## src/rtl/mux_seq_pkg.sv

```systemverilog
// Shared constants for the mux select sequencer.
// State encoding and default widths.
package mux_seq_pkg;

  localparam logic [0:0] ST_IDLE = 1'b0;
  localparam logic [0:0] ST_RUN  = 1'b1;

  localparam int SEL_W_DEF   = 2;
  localparam int DWELL_W_DEF = 8;

endpackage

```

## src/rtl/mux_next_ch.sv

```systemverilog
// Circular priority search for the next enabled
// channel strictly above cur (may return cur itself).
module mux_next_ch
  import mux_seq_pkg::*;
#(
  parameter int SEL_W = SEL_W_DEF
) (
  input  logic [SEL_W-1:0]    cur,
  input  logic [2**SEL_W-1:0] mask,
  output logic [SEL_W-1:0]    nxt,
  output logic                wrap,
  output logic                none
);

  localparam int N_CH = 2**SEL_W;

  logic             found;
  logic [SEL_W-1:0] idx;

  always_comb begin
    nxt   = cur;
    found = 1'b0;
    idx   = cur;
    for (int k = 1; k <= N_CH; k++) begin
      idx = cur + SEL_W'(k);
      if (!found && mask[idx]) begin
        nxt   = idx;
        found = 1'b1;
      end
    end
  end

  assign none = ~|mask;
  assign wrap = found && (nxt <= cur);

endmodule

```

## src/rtl/mux_sel_sequencer.sv

```systemverilog
// Round-robin select sequencer for the 4:1 mux:
// dwell per channel, capture y, frame pulse on wrap.
module mux_sel_sequencer
  import mux_seq_pkg::*;
#(
  parameter int SEL_W   = SEL_W_DEF,
  parameter int DWELL_W = DWELL_W_DEF
) (
  input  logic                clk,
  input  logic                rst,
  input  logic                en,
  input  logic [DWELL_W-1:0]  dwell,
  input  logic [2**SEL_W-1:0] ch_mask,
  input  logic                y,
  output logic [SEL_W-1:0]    s,
  output logic                s_valid,
  output logic [2**SEL_W-1:0] sample,
  output logic                frame_done
);

  logic [0:0]         state;
  logic [DWELL_W-1:0] cnt;
  logic [DWELL_W-1:0] dwell_q;

  logic [SEL_W-1:0] srch_cur;
  logic [SEL_W-1:0] nxt;
  logic             wrap;
  logic             none;
  logic             last;

  // From IDLE, searching above the top index yields the lowest set bit.
  assign srch_cur = (state == ST_IDLE) ?
                    {SEL_W{1'b1}} : s;

  assign last = (cnt == dwell_q);

  mux_next_ch #(
    .SEL_W (SEL_W)
  ) u_next (
    .cur  (srch_cur),
    .mask (ch_mask),
    .nxt  (nxt),
    .wrap (wrap),
    .none (none)
  );

  always_ff @(posedge clk or posedge rst) begin
    if (rst) begin
      state      <= ST_IDLE;
      s          <= '0;
      s_valid    <= 1'b0;
      sample     <= '0;
      frame_done <= 1'b0;
      cnt        <= '0;
      dwell_q    <= '0;
    end else begin
      frame_done <= 1'b0;
      unique case (state)
        ST_IDLE: begin
          if (en && !none) begin
            state   <= ST_RUN;
            s       <= nxt;
            cnt     <= '0;
            dwell_q <= dwell;
            s_valid <= 1'b1;
          end
        end
        ST_RUN: begin
          if (!en) begin
            state   <= ST_IDLE;
            s_valid <= 1'b0;
          end else if (!last) begin
            cnt <= cnt + 1'b1;
          end else begin
            sample[s] <= y;
            if (none) begin
              state   <= ST_IDLE;
              s_valid <= 1'b0;
            end else begin
              s          <= nxt;
              cnt        <= '0;
              dwell_q    <= dwell;
              frame_done <= wrap;
            end
          end
        end
        default: state <= ST_IDLE;
      endcase
    end
  end

endmodule

```

## config.mk

```make
export PLATFORM = sky130hd
export DESIGN_NAME = mux_sel_sequencer
export DESIGN_NICKNAME = d
export VERILOG_FILES = /design/src/rtl/mux_seq_pkg.sv /design/src/rtl/mux_next_ch.sv /design/src/rtl/mux_sel_sequencer.sv
export SDC_FILE = /design/constraint.sdc
export NUM_CORES = 1
export LEC_CHECK = 0
export ABC_AREA = 1
export BUFFER_PORTS_ARGS = -buffer_cell sky130_fd_sc_hd__buf_2
export CAP_MARGIN = 20
export CORE_ASPECT_RATIO = 1.25
export CORE_UTILIZATION = 59
export CTS_CLUSTER_DIAMETER = 120
export CTS_CLUSTER_SIZE = 12
export DETAILED_ROUTE_END_ITERATION = 8
export HOLD_SLACK_MARGIN = 0.05
export PLACE_DENSITY = 0.82
export SLEW_MARGIN = 10
export SYNTH_ARGS = -nofsm -noshare
export SYNTH_HDL_FRONTEND = slang
export SYNTH_SLANG_ARGS = --single-unit
```

## constraint.sdc

```tcl
create_clock -name clk -period 3.9 [get_ports clk]
set_clock_uncertainty 0.2 [all_clocks]
set_input_delay 0.195 -clock clk [delete_from_list [all_inputs] [get_ports clk]]
set_output_delay 0.195 -clock clk [all_outputs]
set_load 0.01 [all_outputs]
```

==> results of run 1 <==
[worst paths after layout]
kind	from	to	slack (ns)	depth (start not counted)
min in group clk	ch_mask[0]	frame_done	0.10	5
max in group asynchronous	rst	s_valid	3.02	4
setup reg to reg	state	frame_done	1.32	10
hold / removal	rst	sample[2]	0.1	3
setup / recovery	state	frame_done	1.32	10
hold reg to reg	sample[0]	sample[0]	0.29	2
[cell usage in the layout, fill, tap and decap left out, drive strengths merged, types with 2 or more instances in the layout]
cell type,instances
dfrtp,25
dlygate4sd3,11
nand3,32
nor2,15
nand4,5
clkbuf,3
buf,24
inv,17
ha,2
xnor2,6
xor2,5
nand2,108
a21oi,7
[worst max-delay path, cell delays in order (launching register included)]
cell and delay [ns]:
dfrtp_1 0.78, inv_1 0.20, nor2_2 0.17, nand3_1 0.11
nand2_1 0.14, nand3_1 0.11, nand2_1 0.07, nand2_1 0.06
ha_1 0.28, a31o_2 0.24, a21oi_1 0.13
[routing by layer]
metal  part of all wire  up-vias
met1               0.42      673
met3              0.040        7
met2               0.52       36
met5                  0        -
met4              0.018        0
li1                   -      802
[cells by family after synthesis]
kind of cell	Yosys count	synth area share
DFF	25	0.3693
xor gates and xnor gates	11	0.06130
AOI/OAI and AO/OA	11	0.04506
and+or+nand+nor	160	0.4409
buffers and inverters	23	0.06868
adders and majority gates	2	0.01477
[cell type report]
class,instances,area (sq um)
multi-input combinational,184,952.2
fill,229,739.5
sequential,25,625.6
timing repair buffer,35,252.7
inverter,17,63.81
tap,34,42.54
clock buffer,3,22.52
clock inverter,1,7.507
[power by group through the flow]
| stage | logic, mW | clock network, mW | registers (mW) |
|---|---|---|---|
| after CTS | 0.466 | 0.126 | 0.381 |
| after detailed placement | 0.456 | 0 | 0.386 |
| after floorplan | 0.369 | 0 | 0.378 |
| after global placement | 0.448 | 0 | 0.385 |
| final | 0.469 | 0.121 | 0.382 |
| after global routing | 0.531 | 0.134 | 0.390 |
[sequential cells by signal (all words and copies together), names as in the netlist]
| signal | cells |
|---|---|
| sample | 4 |
| s_valid | 1 |
| dwell_q | 8 |
| s | 2 |
| frame_done | 1 |
| cnt | 8 |
| state | 1 |
[per-stage QoR]
| stage | instances | cell area (sq um) | hold slack (ns) |
|---|---|---|---|
| global placement | 283 | 1799 | 0.1874 |
| detailed placement | 283 | 1799 | 0.1905 |
| finish | 299 | 1967 | 0.09892 |
| CTS | 298 | 1939 | 0.1051 |
| global route | 299 | 1967 | 0.1102 |
| floorplan | 232 | 1694 | 0.02232 |
==> flow_summary.yaml, run 1 <==
status:
  status: "complete, no violations"
routing:
  route.detailed.drc: 0
  dr.pass1.iters: 4
  drtIter0Drc: 32
  wl_mm: 3.410
  via_count: 1518
  vias_per_cell: 5.077
  postRouteAntennaNets: 0
  wl_per_cell_microns: 11.40
synthesis:
  ys_ff_latch: 25
  syn_inst: 232
  synth_most_common_cell: "nand2_1"
  synth_edf_count: 0
  netlist.area_leader.share: 0.3693
  synth_area_per_cell_sq_um: 7.302
  synth_common_cells: "nand2_1 (101), nand3_1 (32), dfrtp_1 (25)"
  synth.area.top_cells: "dfrtp_1 (37%), nand2_1 (22%), nand3_1 (9.5%)"
  yosysWarnings: 0
  synth_largest_area_cell: "dfrtp_1"
  syn_area_sq_mm: 0.001694
  synth_flop_cell: "dfrtp_1"
  async_reset_ff_frac: 1.000
  synth_fp_nets: 250
  ys_seq_area_frac: 0.3693
  synth_cell_types: 27
timing:
  max_slew_margin: 0.5681
  setup_viol: 0
  fin_ws_ns: 1.324
  period_needed_ns: 2.576
  fmax_ghz: 0.3882
  finalMaxSlewViolations: 0
  rsz0062_at_grt: "false"
  tns_ns: 0
  finalCritPeriodShare: 0.6605
  hold_viol: 0
  tightest_slew_ns: 0.6479
cts:
  htree_levels: 1
  numCtsBuffers: 3
  cts_root_buffer: "clkbuf_4"
  cts_hold_buf: 11
  cts_tree: "built"
  clk_pin_slew_worst_paths_ns: 0.14
  cts-resized-gates: 0
  cts.sinks: 25
  clkLatencyLatePin_ns: 0.33
  clockBufferDepth: 2
  post_cts_buffers: 0
place:
  dp_slack_ns: 1.383
  dpl.hpwl_mm: 2.389
  place.gp.congestion: 0.8753
  port_buffers: 23
worst_setup_path:
  endpoint_kind: "flip-flop"
  startpoint_type: "flip-flop"
  cp.arrival_ns: 2.64
  path_max_fanout: 19
  critPathRequiredTime_ns: 3.96
  critPathKind: "reg2reg"
power_and_ir_drop:
  power_density_mw_per_mm2: 494.6
  combPwrFrac: 0.482
  p_leak_nw: 1.084
  power.internal_mw: 0.5390
  switchingPower_mw: 0.4340
  power_mw: 0.9729
  p_seq_frac: 0.393
  clock_power_share: 0.125
  netSwitchingFraction: 0.4460
  max-vdd-ir-drop_uv: 349.0
floorplanning:
  die_y_microns: 61.91
  die_area_sq_mm: 0.003091
  initial_utilization: 0.6260
  core_sq_mm: 0.002706
  pin_count: 24
  die_w_microns: 49.93
  rows: 21
grt:
  use_met2: 0.4788
  grt_max_degree: 26
  met1_usage: 0.2508
  grt_pass1_vias: 1340
  grt.busiest_layer: "met2"
  grt_pass1_wl_mm: 5.499
  grtUsageMet3: 0.03163
  antenna_found_initial: 0
  grt_overflow: 0
  grt_use_total: 0.2362
final_layout:
  nets: 284
  syn_to_final_growth_pct: 16.10
  finalCoreUtilization: 0.7268
  diodes: 0
  layout-drive-gt1-share: 0.1736
min_path:
  hp-class: "in2async"
flow_run:
  max_cap_violations: 0
(Power assumes the default switching activity.)
==> run 2, diff against run 1 <==
Settings changed: ABC_AREA 1 to 0, CORE_UTILIZATION 59 to 56, PLACE_DENSITY 0.82 to 0.78.
Clock period 3.9 ns to 2.7 ns, I/O delays scaled along.
==> run 2 against run 1 <==
  * Hold slack worse by 0.047 ns
  * Largest power group is now registers
  * Combinational power is 15% higher
  * Die area is 2.5% higher
  * Global-route usage is 3.8 points higher
  * Sequential cell count stayed put
==> flow_summary.yaml, run 2 <==
status:
  status: "complete, no violations"
routing:
  via_count: 1465
  postRouteAntennaNets: 0
  route.detailed.drc: 0
  wl_met1_mm: 1.500
  wl_per_cell_microns: 16.46
  vias_per_cell: 6.130
  dr.pass1.iters: 4
  wl_met2_mm: 2.177
  drtIter0Drc: 34
  wl_mm: 3.935
  wl_met3_microns: 155
  top_layer: "met4"
timing:
  rsz0062_at_grt: "false"
  hold_viol: 0
  tns_ns: 0
  period_needed_ns: 2.477
  tightest_slew_ns: 0.3747
  finalMaxSlewViolations: 0
  fin_ws_ns: 0.2229
  finalCritPeriodShare: 0.9174
  fmax_ghz: 0.4037
  fin_hold_ws_ns: 0.05142
  max_slew_margin: 0.7502
  setup_viol: 0
floorplanning:
  die_w_microns: 50.54
  core_sq_mm: 0.002733
  die_area_sq_mm: 0.003167
  rows: 21
  initial_utilization: 0.6035
  pin_count: 24
  die_y_microns: 62.67
grt:
  grt_use_total: 0.2745
  grt_max_degree: 26
  grt_overflow: 0
  grt_pass1_wl_mm: 6.630
  antenna_found_initial: 0
  grt_pass1_vias: 1476
synthesis:
  synth_fp_nets: 188
  yosysWarnings: 0
  synth_cell_types: 47
  syn_area_sq_mm: 0.001649
  synth_common_cells: "dfrtp_1 (25), mux2_1 (13), inv_1 (12)"
  synth_area_per_cell_sq_um: 9.700
  synth_edf_count: 0
  ys_seq_area_frac: 0.3794
  netlist.area_leader.share: 0.3794
  synth.area.top_cells: "dfrtp_1 (38%), mux2_1 (8.9%), mux2i_1 (4.2%)"
  synth_most_common_cell: "dfrtp_1"
  ys_ff_latch: 25
  synth_largest_area_cell: "dfrtp_1"
  syn_inst: 170
  synth_flop_cell: "dfrtp_1"
  async_reset_ff_frac: 1.000
final_layout:
  mostFrequentLayoutCells: "dfrtp_1 (23), buf_2 (23), mux2_1 (13)"
  fin_area_sq_mm: 0.001974
  reg_top3: "cnt: 8 flops, dwell_q: 8 flops, sample: 4 flops"
  diodes: 0
  syn_to_final_growth_pct: 19.73
  layout-drive-gt1-share: 0.2098
  nets: 224
  final_cells: 239
  finalCoreUtilization: 0.7225
place:
  post-place-cells: 223
  dp_slack_ns: 0.2546
  dpl.hpwl_mm: 2.840
  place.gp.congestion: 0.8921
  port_buffers: 23
  place_area_sq_mm: 0.001799
worst_setup_path:
  critPathKind: "reg2reg"
  crit_chain: "buf_4 > nor3b_2 > a22oi_1 > and3_1 > o211a_1 > nor2_1 > ha_1 > a21oi_1 > a21oi_1 > nor3_1"
  max_stage_delay_ns: 0.54
  critPathMostFrequentCell: "a21oi_1"
  cp_num_buf_inv: 1
  startpoint_type: "flip-flop"
  path_max_fanout: 10
  cp.arrival_ns: 2.54
  slowest_stage: "dfrtp_1"
  critPathRequiredTime_ns: 2.76
  endpoint_kind: "flip-flop"
  worst_path_dominant_cell_family: "simple AND/OR/NAND/NOR gates"
power_and_ir_drop:
  combPwrFrac: 0.409
  switchingPower_mw: 0.5283
  clock_power_share: 0.142
  p_seq_frac: 0.449
  max-vdd-ir-drop_uv: 602.1
  p_leak_nw: 0.8922
  power_density_mw_per_mm2: 669.6
  power_mw: 1.322
  netSwitchingFraction: 0.3996
  power.internal_mw: 0.7937
flow_run:
  max_cap_violations: 0
min_path:
  hp-class: "in2async"
cts:
  cts_tree: "built"
  clk_pin_slew_worst_paths_ns: 0.15
  htree_levels: 1
  cts_root_buffer: "clkbuf_4"
  numCtsBuffers: 3
  post_cts_buffers: 0
  cts.sinks: 25
  clockBufferDepth: 2
  clkLatencyLatePin_ns: 0.34
==> run 2: cell count changes after synthesis, moves of 6 or more <==
cell | before | now
nand2_1 | 101 | 6
nand3_1 | 32 | 5
mux2_1 | 0 | 13
nor3_1 | 0 | 9
mux2i_1 | 0 | 7
buf_2 | 0 | 6
==> run 2: cells by family after synthesis <==
family	after synthesis	synth area share
flops	25	0.3794
fa+ha+maj	2	0.01517
compound gates	37	0.1608
buf+inv	21	0.05235
simple gates	56	0.2048
mux	21	0.1449
xor+xnor	8	0.04249
==> run 2: layout make-up <==
class,instances,area [sq um]
Clock buffer,3,22.52
Timing Repair Buffer,39,282.8
Multi-Input combinational cell,124,940.9
Sequential cell,25,628.1
Inverter,13,48.80
Clock inverter,1,8.758
Fill cell,228,758.2
Tap cell,34,42.54
==> run 2: worst min-delay path, cell delays in order <==
cell and delay, ns:
dlygate4sd3_1 0.55, buf_2 0.13, inv_1 0.19
==> run 2: worst paths after layout <==
check / slack (ns) / depth (start not counted) / to / start
min in group clk: 0.19 / 4 / frame_done / ch_mask[2]
hold / removal: 0.05 / 3 / dwell_q[0] / rst
max in group asynchronous: 1.84 / 4 / state / rst
hold reg to reg: 0.31 / 1 / sample[1] / sample[1]
setup reg to reg: 0.22 / 10 / frame_done / s[0]
setup / recovery: 0.22 / 10 / frame_done / s[0]
==> run 2: metal layers <==
| layer | vias up | track usage |
|---|---|---|
| li1 | 689 | - |
| met1 | 714 | 0.3021 |
| met2 | 49 | 0.5133 |
| met3 | 13 | 0.02920 |
| met4 | 0 | 0.1181 |
| met5 | - | 0 |
==> run 2: power groups by stage <==
stage | combinational, mW | clock [mW] | sequential (mW)
2_1_floorplan | 0.439 | 0 | 0.534
3_3_place_gp | 0.498 | 0 | 0.588
3_5_place_dp | 0.518 | 0 | 0.598
4_1_cts | 0.532 | 0.189 | 0.590
5_1_grt | 0.601 | 0.207 | 0.609
6_report | 0.541 | 0.187 | 0.594
==> run 2: repair_timing <==
item                       4_1_cts  5_1_grt
hold endpoints to repair        40        0
setup endpoints to repair        0        1
resized for setup                0        3
hold buffers                    11        0
==> run 3, diff against run 2 <==
Settings changed: CELL_PAD_IN_SITES_DETAIL_PLACEMENT from default to 1, CELL_PAD_IN_SITES_GLOBAL_PLACEMENT from default to 1, CORE_UTILIZATION 56 to 39, PLACE_DENSITY 0.78 to default, PLACE_DENSITY_LB_ADDON from default to 0.1.
Clock period 2.7 ns to 2 ns, I/O delays scaled along.
==> run 3 against run 2 <==
  * The run now ends with setup timing left
  * Power increased by 97%
  * Sequential power increased by 24%
  * Sequential share of layout area decreased by 7.7 points
  * Hold slack better by 0.17 ns
  * Maximum frequency is essentially flat
  * Critical path depth shrank 1
  * Sequential cell count unchanged
  * Critical endpoint unchanged
==> flow_summary.yaml, run 3 (same netlist as run 2, synthesis figures left out) <==
min_path:
  hp-class: "in2async"
power_and_ir_drop:
  power_density_mw_per_mm2: 1004
  switchingPower_mw: 1.015
  combPwrFrac: 0.591
  clock_power_share: 0.126
  power.internal_mw: 1.591
  netSwitchingFraction: 0.3895
  p_leak_nw: 1.210
  p_seq_frac: 0.283
  max-vdd-ir-drop_uv: 453.1
grt:
  grt_max_degree: 26
  grt_pass1_vias: 1854
  antenna_found_initial: 0
  grt_use_total: 0.2605
  grt_overflow: 0
  grt_pass1_wl_mm: 8.700
routing:
  wl_mm: 5.841
  dr.pass1.iters: 4
  route.detailed.drc: 0
  via_count: 1692
  postRouteAntennaNets: 0
  wl_per_cell_microns: 18.84
  vias_per_cell: 5.458
  drtIter0Drc: 77
cts:
  htree_levels: 1
  cts.sinks: 25
  cts_root_buffer: "clkbuf_8"
  numCtsBuffers: 3
  clkLatencyLatePin_ns: 0.28
  clockBufferDepth: 2
  clk_pin_slew_worst_paths_ns: 0.11
  cts_tree: "built"
worst_setup_path:
  critPathKind: "reg2reg"
  critPathRequiredTime_ns: 1.98
  path_max_fanout: 6
  endpoint_kind: "flip-flop"
  startpoint_type: "flip-flop"
  rrSetupSlack_ns: -0.48
  cp.arrival_ns: 2.46
place:
  port_buffers: 23
  dpl.hpwl_mm: 3.836
  dp_slack_ns: -0.3609
  place.gp.congestion: 0.8279
final_layout:
  layout-drive-gt1-share: 0.5039
  nets: 273
  fillers: 451
  syn_to_final_growth_pct: 57.36
  mostFrequentLayoutCells: "buf_4 (46), dfrtp_1 (24), buf_2 (23)"
  final_common_cell: "buf_4"
  diodes: 0
  reg_top3: "cnt: 8 flops, dwell_q: 8 flops, sample: 4 flops"
timing:
  setup_viol: 12
  fmax_ghz: 0.4036
  finalCritPeriodShare: 1.239
  finalMaxSlewViolations: 0
  fin_ws_ns: -0.4779
  period_needed_ns: 2.478
  hold_viol: 0
  rsz0062_at_grt: "true"
  max_slew_margin: 0.7727
  tightest_slew_ns: 0.3409
  tns_ns: -1.236
status:
  violations: "setup timing"
  status: "finished with violations"
floorplanning:
  die_area_sq_mm: 0.004494
  initial_utilization: 0.4055
  die_y_microns: 74.70
  pin_count: 24
  rows: 26
  die_w_microns: 60.16
  core_sq_mm: 0.004066
flow_run:
  max_cap_violations: 0
-- run 3: changes by cell type in the layout (fill, tap and decap cells not counted), moves of 5 or more --
| cell | delta |
|---|---|
| mux2_4 | +12 |
| buf_4 | +42 |
| buf_6 | +8 |
| nor3_1 | -5 |
| mux2_1 | -12 |
-- run 3: per-layer routing --
| layer | vias to the layer above | part of all wire | global-route usage | routed length (microns) |
|---|---|---|---|---|
| met4 | 0 | 0.023 | 0.1137 | 133 |
| met5 | - | 0 | 0 | 0 |
| met3 | 14 | 0.021 | 0.03093 | 124 |
| met2 | 30 | 0.58 | 0.5079 | 3373 |
| met1 | 859 | 0.38 | 0.2708 | 2210 |
| li1 | 789 | - | - | - |
-- run 3: worst paths after layout --
check                           startpoint    endpoint  cells after the start
worst max-delay path                  s[0]  frame_done                      9
worst min-delay path                   rst   sample[3]                      4
worst max register to register        s[0]  frame_done                      9
worst min register to register   sample[2]   sample[2]                      1
max in group asynchronous              rst        s[0]                      4
min in group clk                ch_mask[2]  frame_done                      4
-- run 3: through the flow --
| step | util | cell area (sq um) | instances | power, mW | hold WS, ns |
|---|---|---|---|---|---|
| finish | 0.6382 | 2595 | 310 | 2.606 | 0.2251 |
| global route | 0.6382 | 2595 | 310 | 2.747 | 0.2580 |
| CTS | 0.5920 | 2407 | 305 | 2.332 | 0.2193 |
| floorplan | - | 1669 | 170 | 1.328 | -0.07275 |
| global placement | 0.5280 | 2147 | 286 | 1.791 | -0.04255 |
| detailed placement | 0.5280 | 2147 | 286 | 1.846 | -0.02045 |
-- run 3: final cells by class --
type | count | area, sq um | share of cell area
Inverter | 13 | 48.80 | 0.01880
Clock buffer | 3 | 41.29 | 0.01591
Tap cell | 56 | 70.07 | 0.02700
Sequential cell | 25 | 626.9 | 0.2416
Multi-Input combinational cell | 124 | 1140 | 0.4392
Timing Repair Buffer | 88 | 660.6 | 0.2546
Clock inverter | 1 | 7.507 | 0.002893
-- run 3: worst max-delay path, cell delays in order (launching register included) --
cell	delay [ns]
dfrtp_2	0.47
a21bo_2	0.25
a22o_1	0.25
o32a_1	0.32
nor2_2	0.15
nor2_1	0.07
ha_1	0.33
buf_4	0.15
a21oi_2	0.13
nor3_2	0.06
-- run 3: timing repair --
action,in CTS,in global routing
resized for setup,15,36
pin swaps,7,23
hold endpoints to repair,40,0
gates cloned,0,1
hold buffers,11,0
setup endpoints to repair,7,21
setup buffers,4,5
-- run 3: power groups by stage --
stage / clock, mW / sequential [mW] / combinational [mW]
after floorplan: 0 / 0.723 / 0.605
after global placement: 0 / 0.728 / 1.06
after detailed placement: 0 / 0.737 / 1.11
after CTS: 0.331 / 0.724 / 1.28
after global routing: 0.354 / 0.748 / 1.64
final: 0.328 / 0.739 / 1.54
